`config.mk`:
```
export PLATFORM = sky130hd
export DESIGN_NAME = rr_priority_arbiter
export DESIGN_NICKNAME = d
export VERILOG_FILES = /design/src/rtl/rr_priority_arbiter_pkg.sv /design/src/rtl/rr_priority_arbiter_prio_enc_n.sv /design/src/rtl/rr_priority_arbiter.sv
export SDC_FILE = /design/constraint.sdc
export NUM_CORES = 1
export LEC_CHECK = 0
export CORE_MARGIN = 5
export CORE_UTILIZATION = 45
export CTS_BUF_LIST = sky130_fd_sc_hd__clkbuf_16
export DETAILED_ROUTE_END_ITERATION = 16
export GPL_TIMING_DRIVEN = 0
export PLACE_DENSITY_LB_ADDON = 0.3
export REMOVE_ABC_BUFFERS = 1
export SYNTH_ARGS = -nofsm -noshare
export SYNTH_HDL_FRONTEND = slang
export SYNTH_HIERARCHICAL = 1
export SYNTH_SLANG_ARGS = --single-unit
```
`constraint.sdc`:
```
create_clock -name clk -period 3.4 [get_ports clk]
set_clock_uncertainty 0.2 [all_clocks]
set_input_delay 0.51 -clock clk [delete_from_list [all_inputs] [get_ports clk]]
set_output_delay 0.51 -clock clk [all_outputs]
set_load 0.02 [all_outputs]
```
`src/rtl/rr_priority_arbiter_pkg.sv`:
```
// Shared definitions for the registered round-robin / fixed-priority arbiter.
//   arb_mode_e : arbitration mode encoding (fixed priority or round-robin)
//   ring_add   : modular index addition used to rotate/un-rotate the request ring
package rr_priority_arbiter_pkg;

  typedef enum logic {
    MODE_FIXED = 1'b0,
    MODE_RR    = 1'b1
  } arb_mode_e;

  function automatic int ring_add(input int base, input int offs, input int n);
    return (base + offs) % n;
  endfunction

endpackage

```
`src/rtl/rr_priority_arbiter_prio_enc_n.sv`:
```
// Combinational N-input priority encoder (highest set index wins).
// Ports:
//   vec  in  N  input vector
//   idx  out W  index of the highest set bit, 0 when vec is all-zero
//   any  out 1  1 when any bit of vec is set
module prio_enc_n
  import rr_priority_arbiter_pkg::*;
#(
  parameter int N = 4,
  parameter int W = $clog2(N)
) (
  input  logic [N-1:0] vec,
  output logic [W-1:0] idx,
  output logic         any
);

  // Ascending scan: the last set bit seen is the highest, so it wins.
  always_comb begin
    idx = '0;
    for (int i = 0; i < N; i++) begin
      if (vec[i]) idx = W'(i);
    end
  end

  assign any = |vec;

endmodule

```
`src/rtl/rr_priority_arbiter.sv`:
```
// Registered N-way arbiter with fixed-priority and round-robin modes.
// Grants are held until the holder releases or drops its request; in
// round-robin mode a grant is also forcibly re-arbitrated after HOLD_MAX cycles.
// Ports:
//   clk            in   1  rising-edge clock
//   reset          in   1  asynchronous active-high reset
//   req            in   N  request vector, bit i = requester i
//   rr_mode        in   1  0 = fixed priority, 1 = round-robin (sampled at arbitration)
//   release_grant  in   1  one-cycle pulse: current holder gives up the grant
//   grant          out  N  registered one-hot grant, zero when idle
//   grant_idx      out  W  registered binary index of the holder, zero when idle
//   valid          out  1  registered, high while a grant is held
module rr_priority_arbiter
  import rr_priority_arbiter_pkg::*;
#(
  parameter int N        = 4,
  parameter int W        = $clog2(N),
  parameter int HOLD_MAX = 8
) (
  input  logic         clk,
  input  logic         reset,
  input  logic [N-1:0] req,
  input  logic         rr_mode,
  input  logic         release_grant,
  output logic [N-1:0] grant,
  output logic [W-1:0] grant_idx,
  output logic         valid
);

  localparam int            CW        = $clog2(HOLD_MAX + 1);
  localparam logic [CW-1:0] HOLD_LAST = CW'(HOLD_MAX - 1);
  localparam logic [N-1:0]  ONE       = N'(1);

  logic [W-1:0]  rr_ptr;
  logic [CW-1:0] hold_cnt;
  arb_mode_e     hold_mode;

  logic [W-1:0]  fix_idx;
  logic          fix_any;
  logic [N-1:0]  rr_vec;
  logic [W-1:0]  rr_k;
  logic          rr_any;
  logic [W-1:0]  rr_idx;
  logic [W-1:0]  win_idx;
  logic          win_any;
  logic          arb;

  prio_enc_n #(.N(N), .W(W)) u_enc_fix (
    .vec (req),
    .idx (fix_idx),
    .any (fix_any)
  );

  // Rotate req so that position rr_ptr+1 comes first, then bit-reverse it:
  // the "first set bit searching upward" becomes the highest set bit, which
  // the shared highest-wins encoder can find.
  always_comb begin
    rr_vec = '0;
    for (int j = 0; j < N; j++) begin
      rr_vec[N-1-j] = req[ring_add(int'(rr_ptr), 1 + j, N)];
    end
  end

  prio_enc_n #(.N(N), .W(W)) u_enc_rr (
    .vec (rr_vec),
    .idx (rr_k),
    .any (rr_any)
  );

  // Un-rotate: offset j = N-1-k from rr_ptr+1 gives rr_ptr + N - k (mod N).
  assign rr_idx  = W'(ring_add(int'(rr_ptr), N - int'(rr_k), N));
  assign win_idx = (rr_mode == MODE_RR) ? rr_idx : fix_idx;
  assign win_any = (rr_mode == MODE_RR) ? rr_any : fix_any;

  // The hold limit follows the mode the current grant was issued under, so a
  // mode change mid-grant only takes effect at the next arbitration.
  assign arb = !valid
            || !req[grant_idx]
            || release_grant
            || ((hold_mode == MODE_RR) && (hold_cnt == HOLD_LAST));

  // Arbitration stage -> registered grant, pointer and hold counter
  always_ff @(posedge clk or posedge reset) begin
    if (reset) begin
      grant     <= '0;
      grant_idx <= '0;
      valid     <= 1'b0;
      hold_cnt  <= '0;
      hold_mode <= MODE_FIXED;
      rr_ptr    <= W'(N - 1);
    end else if (arb) begin
      hold_cnt <= '0;
      if (win_any) begin
        grant     <= ONE << win_idx;
        grant_idx <= win_idx;
        valid     <= 1'b1;
        hold_mode <= arb_mode_e'(rr_mode);
        if (rr_mode == MODE_RR) rr_ptr <= win_idx;
      end else begin
        grant     <= '0;
        grant_idx <= '0;
        valid     <= 1'b0;
      end
    end else if (hold_cnt != HOLD_LAST) begin
      hold_cnt <= hold_cnt + 1'b1;
    end
  end

endmodule

```
======== Word-level counts from Yosys, hierarchy flattened ========
Cells that the tools add are included.
cells by class
  reduce and logical (&&, ||, !) cells .... 15
  magnitude comparators ................... 5
  mux-type cells .......................... 27
  shift-type cells ........................ 1
  add/subtract/negate cells ............... 7
  bitwise logic cells ..................... 4
  equality and inequality tests ........... 2
operators by type and width
  kind                   count
  $lt A3 B4 Y1 const B   4
  $mux W1                13
  $mux W2                6
  $mux W4                3
  $bmux W1 S2            5
  $reduce_or A2 Y1       4
  $reduce_or A4 Y1       2
  $add A2 B1 Y2 const B  2
  $add A2 B2 Y2 const B  2
  $add A4 B1 Y4 const B  1
  $and A1 B1 Y1 const A  4
  $eq A4 B3 Y1 const B   1
  $ne A4 B3 Y1 const B   1
  $shl A1 B2 Y4 const A  1
  $logic_or A1 B1 Y1     3
  $lt A2 B3 Y1 const B   1
  $reduce_and A3 Y1      1
  $add A2 B2 Y2          1
  $logic_not A1 Y1       2
  $reduce_and A2 Y1      1
  $reduce_bool A2 Y1     1
  $sub A1 B2 Y2 const A  1
  $logic_and A1 B1 Y1    1
word-level totals
  bits of input ports ..................... 8
  flip-flop bits (word level) ............. 14

======== Logic depth before layout (Yosys ltp) ========
Gate-level depths: netlist of run 1.
  depth in word-level cells ............... 14
  mapped depth ............................ 8
  gate-level depth less buffers ........... 7

======== By module ========
Netlist of run 1, hierarchy kept.
modules (own cells, without submodules)
  module               times used  area each (µm²)  cells each
  rr_priority_arbiter  1           968.4            73
  prio_enc_n           2           23.8             4

======== Least setup slack after synthesis of run 1 ========
OpenSTA, ideal clock, no wires.
  path type ............................... reg-to-reg
  start ................................... register rr_ptr[0]
  end ..................................... register grant_idx[1]
  clock period less this slack ............ 2.600 ns
  data required time ...................... 3.075 ns
  arrival ................................. 2.275 ns
  slack ................................... 0.800 ns
  setup time .............................. 0.125 ns
  cell stages (with the launch flop) ...... 7
  cells stage by stage .................... dfstp_2 > mux4_1 > or2_1 > or3_1 > nand2_1 > o21ai_0 > mux2_4
on the way
  elaborated cells between the ends (all ways) .. 25
  classes of those cells .................. add/sub (6); mux (18); reduce/logical (1)
RTL lines
  element                                      RTL line                              RTL
  from (decl)                                  rr_priority_arbiter.sv:34             logic [W-1:0] rr_ptr;
  from (signal assigned)                       rr_priority_arbiter.sv:90             rr_ptr <= W'(N - 1);
  from (signal assigned)                       rr_priority_arbiter.sv:98             if (rr_mode == MODE_RR) rr_ptr <= win_idx;
  $add A2 B1 Y2                                rr_priority_arbiter_pkg.sv:12         return (base + offs) % n;
  $bmux W1 S2                                  rr_priority_arbiter.sv:60             rr_vec[N-1-j] = req[ring_add(int'(rr_ptr), 1 + j, N)];
  $mux W1 (implied by the code) (2 in series)  rr_priority_arbiter.sv:60
  via rr_vec[3]                                rr_priority_arbiter.sv:40             logic [N-1:0] rr_vec;
  $mux W2                                      rr_priority_arbiter_prio_enc_n.sv:21  if (vec[i]) idx = W'(i);
  via rr_k[1]                                  rr_priority_arbiter.sv:41             logic [W-1:0] rr_k;
  $sub A1 B2 Y2                                rr_priority_arbiter.sv:71             assign rr_idx = W'(ring_add(int'(rr_ptr), N - int'(rr_k), N));
  $add A2 B2 Y2                                rr_priority_arbiter_pkg.sv:12
  $mux W2                                      rr_priority_arbiter.sv:72             assign win_idx = (rr_mode == MODE_RR) ? rr_idx : fix_idx;
  $mux W2                                      rr_priority_arbiter.sv:93             if (win_any) begin
  to (signal assigned)                         rr_priority_arbiter.sv:95             grant_idx <= win_idx;
  to (decl)                                    rr_priority_arbiter.sv:26             output logic [W-1:0] grant_idx,
The timed path passes the listed nets, and every way through them passes these cells. The select of a mux whose other input is x is not followed.
A chain may end at the register's enable or synchronous reset.

======== Final worst setup path of run 1 ========
  start ................................... input req[2]
  end ..................................... register grant_idx[1]
on the way
  elaborated cells between the ends (all ways) .. 30
  classes of those cells .................. add/sub (2); mux (22); reduce/logical (6)
RTL lines
  element                                      RTL line                              RTL
  from (decl)                                  rr_priority_arbiter.sv:22             input logic [N-1:0] req,
  $bmux W1 S2                                  rr_priority_arbiter.sv:60
  $mux W1 (implied by the code) (2 in series)  rr_priority_arbiter.sv:60
  via rr_vec[3]                                rr_priority_arbiter.sv:40
  $mux W2                                      rr_priority_arbiter_prio_enc_n.sv:21
  via rr_k[1]                                  rr_priority_arbiter.sv:41
  $sub A1 B2 Y2                                rr_priority_arbiter.sv:71
  $add A2 B2 Y2                                rr_priority_arbiter_pkg.sv:12
  $mux W2                                      rr_priority_arbiter.sv:72
  $mux W2                                      rr_priority_arbiter.sv:93
The timed path passes the listed nets, and every way through them passes these cells. The select of a mux whose other input is x is not followed.

==> run metrics, run 1 <==
WP depth 7; worst vdd ir 0.539 mV; Final nets 107; CP Launch Type input pin; RSZ-0062 raised after global routing no; core region area 2190 um2; total congestion overflow 0; WS Path Type in -> reg; H-tree depth reported by CTS 1; post-cts sizing count 0; clk sinks 14; die area 3310 um2; Fillers 190; CTS Root Cell clkbuf_16; # rows 17; post-synthesis register bit count 14; fraction of registers with async set or reset after synthesis 1.00; Post-Synthesis Cells 81; vias per std cell 5.63; Achievable Freq 334 MHz; CTS clk-pin slew, worst paths 0.04 ns; Starting DRT DRC Count 8; DR WL/cell 16.4 um; Die Wd 57.5 um; ant diodes 0; length in cells of the worst reg-to-reg path 6; first-pass GRT wire length 3540 um; drt drc 0; Die H 57.5 um; GPL Wtd Cong 0.816; wirelength, routed 2040 um; largest net degree at the start of global routing 15; Synth Cell Area 1020 um2; Final Hold Violating Endpoints 0; Syn-to-layout area delta 22.4%; Worst Setup End Kind register; initial antenna violation count 0; Synth warnings 6; commonest non-fill, non-tap cell in the layout clkdlybuf4s50_1; P_leak 0.000579 uW; run status completed; Netlist cell types 31; most frequent cells in the layout clkdlybuf4s50_1 (14), dfrtp_1 (12), inv_1 (8); Fin Setup TNS 0 ns; HP Class reg -> reg; Pwr Density 921 nW/um2; Final Cycle Share 0.881; CTS Buffer Depth 2; Pwr Total 1150 uW; largest delay contributor family on the critical path simple AND/OR/NAND/NOR gates; WHS Path Cells 1; Post-CTS Setup Bufs 0; PortBufs 14; worst path cell trace clkdlybuf4s50_1 -> mux4_1 -> or2_1 -> or3_1 -> nand2_1 -> o21ai_0 -> mux2_4; HPWL after DPL 1450 um; Max Cap Violations 0; vias in the first global route 719; clk_lat worst skew 0.24 ns; hold buffers post-CTS 0; Synth Flop Type dfrtp_1; hold_ws 0.309 ns; post-placement cell count 120; worst rel slew slack 0.645; layout cells sized above 1 0.229; Global Route Usage Sum 0.144; Worst EP required 3.33 ns; CP max-delay cell mux4_1; vias 698; crit path time final 3.00 ns; number of synthesized flops with an enable pin 0; non-filler cells, final 124; Detail Route Antenna Nets 0; Num CTS Buffers 3; Worst-Margin Slew 0.532 ns; IO Count 15; register area share after synthesis 0.347; Final Util 0.568; final setup fails 0; Crit Path Max Fanout 7; CTS tree done; DR pass1 iterations 4; starting density of the core 0.464; CP arrival 2.92 ns; Avg Inst Size Synth 12.5 um2; fin. max-slew vios 0; Worst path max stage delay 0.58 ns; Bufs and invs on worst path 1
[registers in the layout, summed over array words and instances, names as in the netlist]
name,cells
valid,1
hold_cnt,4
rr_ptr,2
hold_mode,1
grant_idx,2
grant,4
[logic make-up (layout without fill, tap and decap cells)]
logic type,Yosys count,after routing,synth area share
flip-flops,14,14,0.347
buffers and inverters,10,25,0.0517
XOR/XNOR,3,3,0.0591
adder cells (fa/ha/maj),2,2,0.0246
AO/OA/AOI/OAI,12,12,0.119
AND/OR/NAND/NOR,24,24,0.138
multiplexers,16,16,0.260
[synth_stat cells (all sizes together), types with 3 or more instances]
master	n	area, um2
nand3	4	25.0
inv	7	26.3
mux2i	5	50.1
nand2	3	11.3
nor2	5	18.8
mux4	5	128
mux2	6	86.3
nand3b	4	30.0
dfrtp	12	300
a21o	3	22.5
[power breakdown]
group,internal [uW],switching [uW]
Clock,155,65.5
Sequential,236,57.9
Combinational,356,275
Total,747,398
[stage by stage]
stage / setup slack [ns] / area [um2]
final: 0.403 / 1240
after global routing: 0.289 / 1240
after detailed placement: 0.188 / 1160
after global placement: 0.238 / 1160
after CTS: 0.413 / 1240
after floorplan: 0.800 / 990
[area by class of cell]
type | instances | area, um2 | share of cell area
Multi-Input combinational cell | 57 | 611 | 0.491
Clock buffer | 3 | 75.1 | 0.0604
Inverter | 7 | 26.3 | 0.0211
Sequential cell | 14 | 353 | 0.284
Tap cell | 28 | 35.0 | 0.0282
Clock inverter | 1 | 3.75 | 0.00302
Timing Repair Buffer | 14 | 140 | 0.113
[worst paths after layout]
kind                                  startpoint                       end  slack (ns)
setup / recovery                          req[2]  grant_idx[1]$_DFFE_PP0P_        0.40
hold / removal             hold_mode$_DFFE_PP0P_     hold_mode$_DFFE_PP0P_        0.31
setup reg to reg           rr_ptr[0]$_DFFE_PP1P_  grant_idx[1]$_DFFE_PP0P_        0.59
hold reg to reg            hold_mode$_DFFE_PP0P_     hold_mode$_DFFE_PP0P_        0.31
max in group asynchronous                  reset     rr_ptr[0]$_DFFE_PP1P_        2.23
min in group asynchronous                  reset      grant[0]$_DFFE_PP0P_        0.41
[metal layers]
metal | routed length, um | share of wire | GRT usage | vias to the layer above
met4 | 65 | 0.032 | 0.0993 | 0
li1 | - | - | - | 334
met1 | 949 | 0.47 | 0.190 | 343
met3 | 80 | 0.039 | 0.0339 | 5
met2 | 943 | 0.46 | 0.205 | 16
met5 | 0 | 0 | 0 | -
(Power assumes the default switching activity.)
==> run 2: changes to the inputs <==
CORE_MARGIN = 10   (was 5)
CTS_CLUSTER_SIZE = 14   (was default)
==> run 2 against run 1 <==
  * Final cell count is the same
  * Total power grew 0.83%
  * First-iteration DRC count grew to 3.0 times the previous value
  * Sequential power is essentially flat
  * Combinational power grew 1%
  * Die area grew 38%
  * Core utilization is the same
  * Non-clock buffer count is the same
  * Via count grew 2.4%
  * Flip-flop and latch count is the same
  * Sequential share of layout area is the same
  * Fmax grew 0.56%
  * Largest power group unchanged
  * Highest routed layer unchanged
==> run metrics, run 2 (synthesized netlist as in run 1, its figures left out) <==
run status completed (unchanged); Pwr Density 928 nW/um2 (was 921 nW/um2); drt drc 0 (unchanged); total congestion overflow 0 (unchanged); wirelength, routed 2160 um (was 2040 um); Final nets 107 (unchanged); Crit Path Max Fanout 7 (unchanged); Die Wd 67.5 um (was 57.5 um); reg-to-reg setup timing slack 0.60 ns (was 0.59 ns); worst rel slew slack 0.655 (was 0.645); vias 715 (was 698); design internal power 748 uW (was 747 uW); Switching Share 0.353 (was 0.348); Psw 407 uW (was 398 uW); hold_ws 0.284 ns (was 0.309 ns); first-pass GRT wire length 3560 um (was 3540 um); IO Count 15 (unchanged); worst vdd ir 0.624 mV (was 0.539 mV); commonest non-fill, non-tap cell in the layout clkdlybuf4s50_1 (unchanged); clk sinks 14 (unchanged); layout cells sized above 1 0.229 (unchanged); WS Path Type in -> reg (unchanged); largest net degree at the start of global routing 15 (unchanged); Detail Route Antenna Nets 0 (unchanged); Starting DRT DRC Count 24 (was 8); CTS Buffer Depth 2 (unchanged); DR pass1 iterations 4 (unchanged); Hold Path End hold_mode$_DFFE_PP0P_ (unchanged); CTS clk-pin slew, worst paths 0.05 ns (was 0.04 ns); vias per std cell 5.77 (was 5.63); hold path start hold_mode$_DFFE_PP0P_ (unchanged); CP Launch Type input pin (unchanged); Final Hold Violating Endpoints 0 (unchanged); Seq pwr share 0.255 (was 0.257); starting density of the core 0.464 (unchanged); Global Route Usage Sum 0.101 (was 0.144); CTS tree done (unchanged); top flop regs grant x4, hold_cnt x4 (unchanged); ant diodes 0 (unchanged); PortBufs 14 (unchanged); Post-CTS Setup Bufs 0 (unchanged); P_leak 0.000576 uW (was 0.000579 uW); fin. max-slew vios 0 (unchanged); Achievable Freq 336 MHz (was 334 MHz); Clk pwr share 0.192 (was 0.193); H-tree depth reported by CTS 1 (unchanged); final setup fails 0 (unchanged); reg2reg end grant_idx[1]$_DFFE_PP0P_ (unchanged); initial antenna violation count 0 (unchanged); length in cells of the worst reg-to-reg path 6 (unchanged); reg2reg start rr_ptr[0]$_DFFE_PP1P_ (unchanged); CP arrival 2.91 ns (was 2.92 ns); Fillers 192 (was 190); die area 4560 um2 (was 3310 um2); Fin Setup TNS 0 ns (unchanged); DR WL/cell 17.4 um (was 16.4 um); storage element area 353 um2 (unchanged); HPWL after DPL 1590 um (was 1450 um); vias in the first global route 754 (was 719); post-cts sizing count 0 (unchanged); Num CTS Buffers 3 (unchanged); HP Class reg -> reg (unchanged); WHS Path Cells 1 (unchanged); # rows 17 (unchanged); clk_lat worst skew 0.24 ns (about the same); Syn-to-layout area delta 22.4% (unchanged); Die H 67.5 um (was 57.5 um); most frequent cells in the layout clkdlybuf4s50_1 (14), dfrtp_1 (12), inv_1 (7) (was clkdlybuf4s50_1 (14), dfrtp_1 (12), inv_1 (8)); Max Cap Violations 0 (unchanged); Worst-Margin Slew 0.516 ns (was 0.532 ns); CTS Root Cell clkbuf_16 (unchanged); crit path time final 2.98 ns (was 3.00 ns); hold buffers post-CTS 0 (unchanged); Worst Setup End Kind register (unchanged); GPL Wtd Cong 0.802 (was 0.816); Worst EP required 3.33 ns (about the same); core region area 2190 um2 (unchanged); footprint of the multi-input gates 611 um2 (unchanged); RSZ-0062 raised after global routing no (unchanged); combinational share of power 0.553 (was 0.551); Final Cycle Share 0.877 (was 0.881)
## run 2: cell count changes in the layout (fill, tap and decap cells not counted)
cell and delta:
clkinv_1 +1, inv_1 -1
## run 2: critical path, cell delays in order
cell,delay (ns)
clkdlybuf4s50_1,0.51
mux4_1,0.58
or2_1,0.30
or3_1,0.40
nand2_1,0.22
o21ai_0,0.13
mux2_4,0.26
## run 2: layout make-up
class / count / area share
multi-input cells: 57 / 0.491
clock buffers: 3 / 0.0604
repair buffers: 14 / 0.113
well taps: 28 / 0.0282
inverters: 7 / 0.0211
clock inverters: 1 / 0.00302
flip-flops and latches: 14 / 0.284
## run 2: power by group through the flow
stage	clock, uW	sequential [uW]	combinational, uW
finish	221	294	639
global placement	0	291	619
floorplan	0	321	447
CTS	223	293	643
detailed placement	0	295	632
global route	231	306	685
## run 2: worst max-delay path by stage
stage                          startpoint                       end
floorplan           rr_ptr[0]$_DFFE_PP1P_  grant_idx[1]$_DFFE_PP0P_
global placement                   req[2]  grant_idx[1]$_DFFE_PP0P_
detailed placement                 req[2]  grant_idx[1]$_DFFE_PP0P_
CTS                                req[2]  grant_idx[1]$_DFFE_PP0P_
global route                       req[2]  grant_idx[1]$_DFFE_PP0P_
finish                             req[2]  grant_idx[1]$_DFFE_PP0P_
## run 2: through the flow
stage	std cells	utilization	worst slack (ns)	instance area, um2	power, uW
floorplan	78	-	0.800	990	768
global placement	120	0.532	0.236	1160	911
detailed placement	120	0.532	0.196	1160	927
CTS	124	0.568	0.424	1240	1160
global route	124	0.568	0.312	1240	1220
finish	124	0.568	0.420	1240	1150
## run 2: routing by layer
metal / global-route usage / part of all wire / vias to the layer above
met5: 0 / 0 / -
met4: 0.0308 / 0.0097 / 0
met3: 0.0397 / 0.055 / 4
met2: 0.175 / 0.50 / 16
met1: 0.111 / 0.44 / 357
li1: - / - / 338
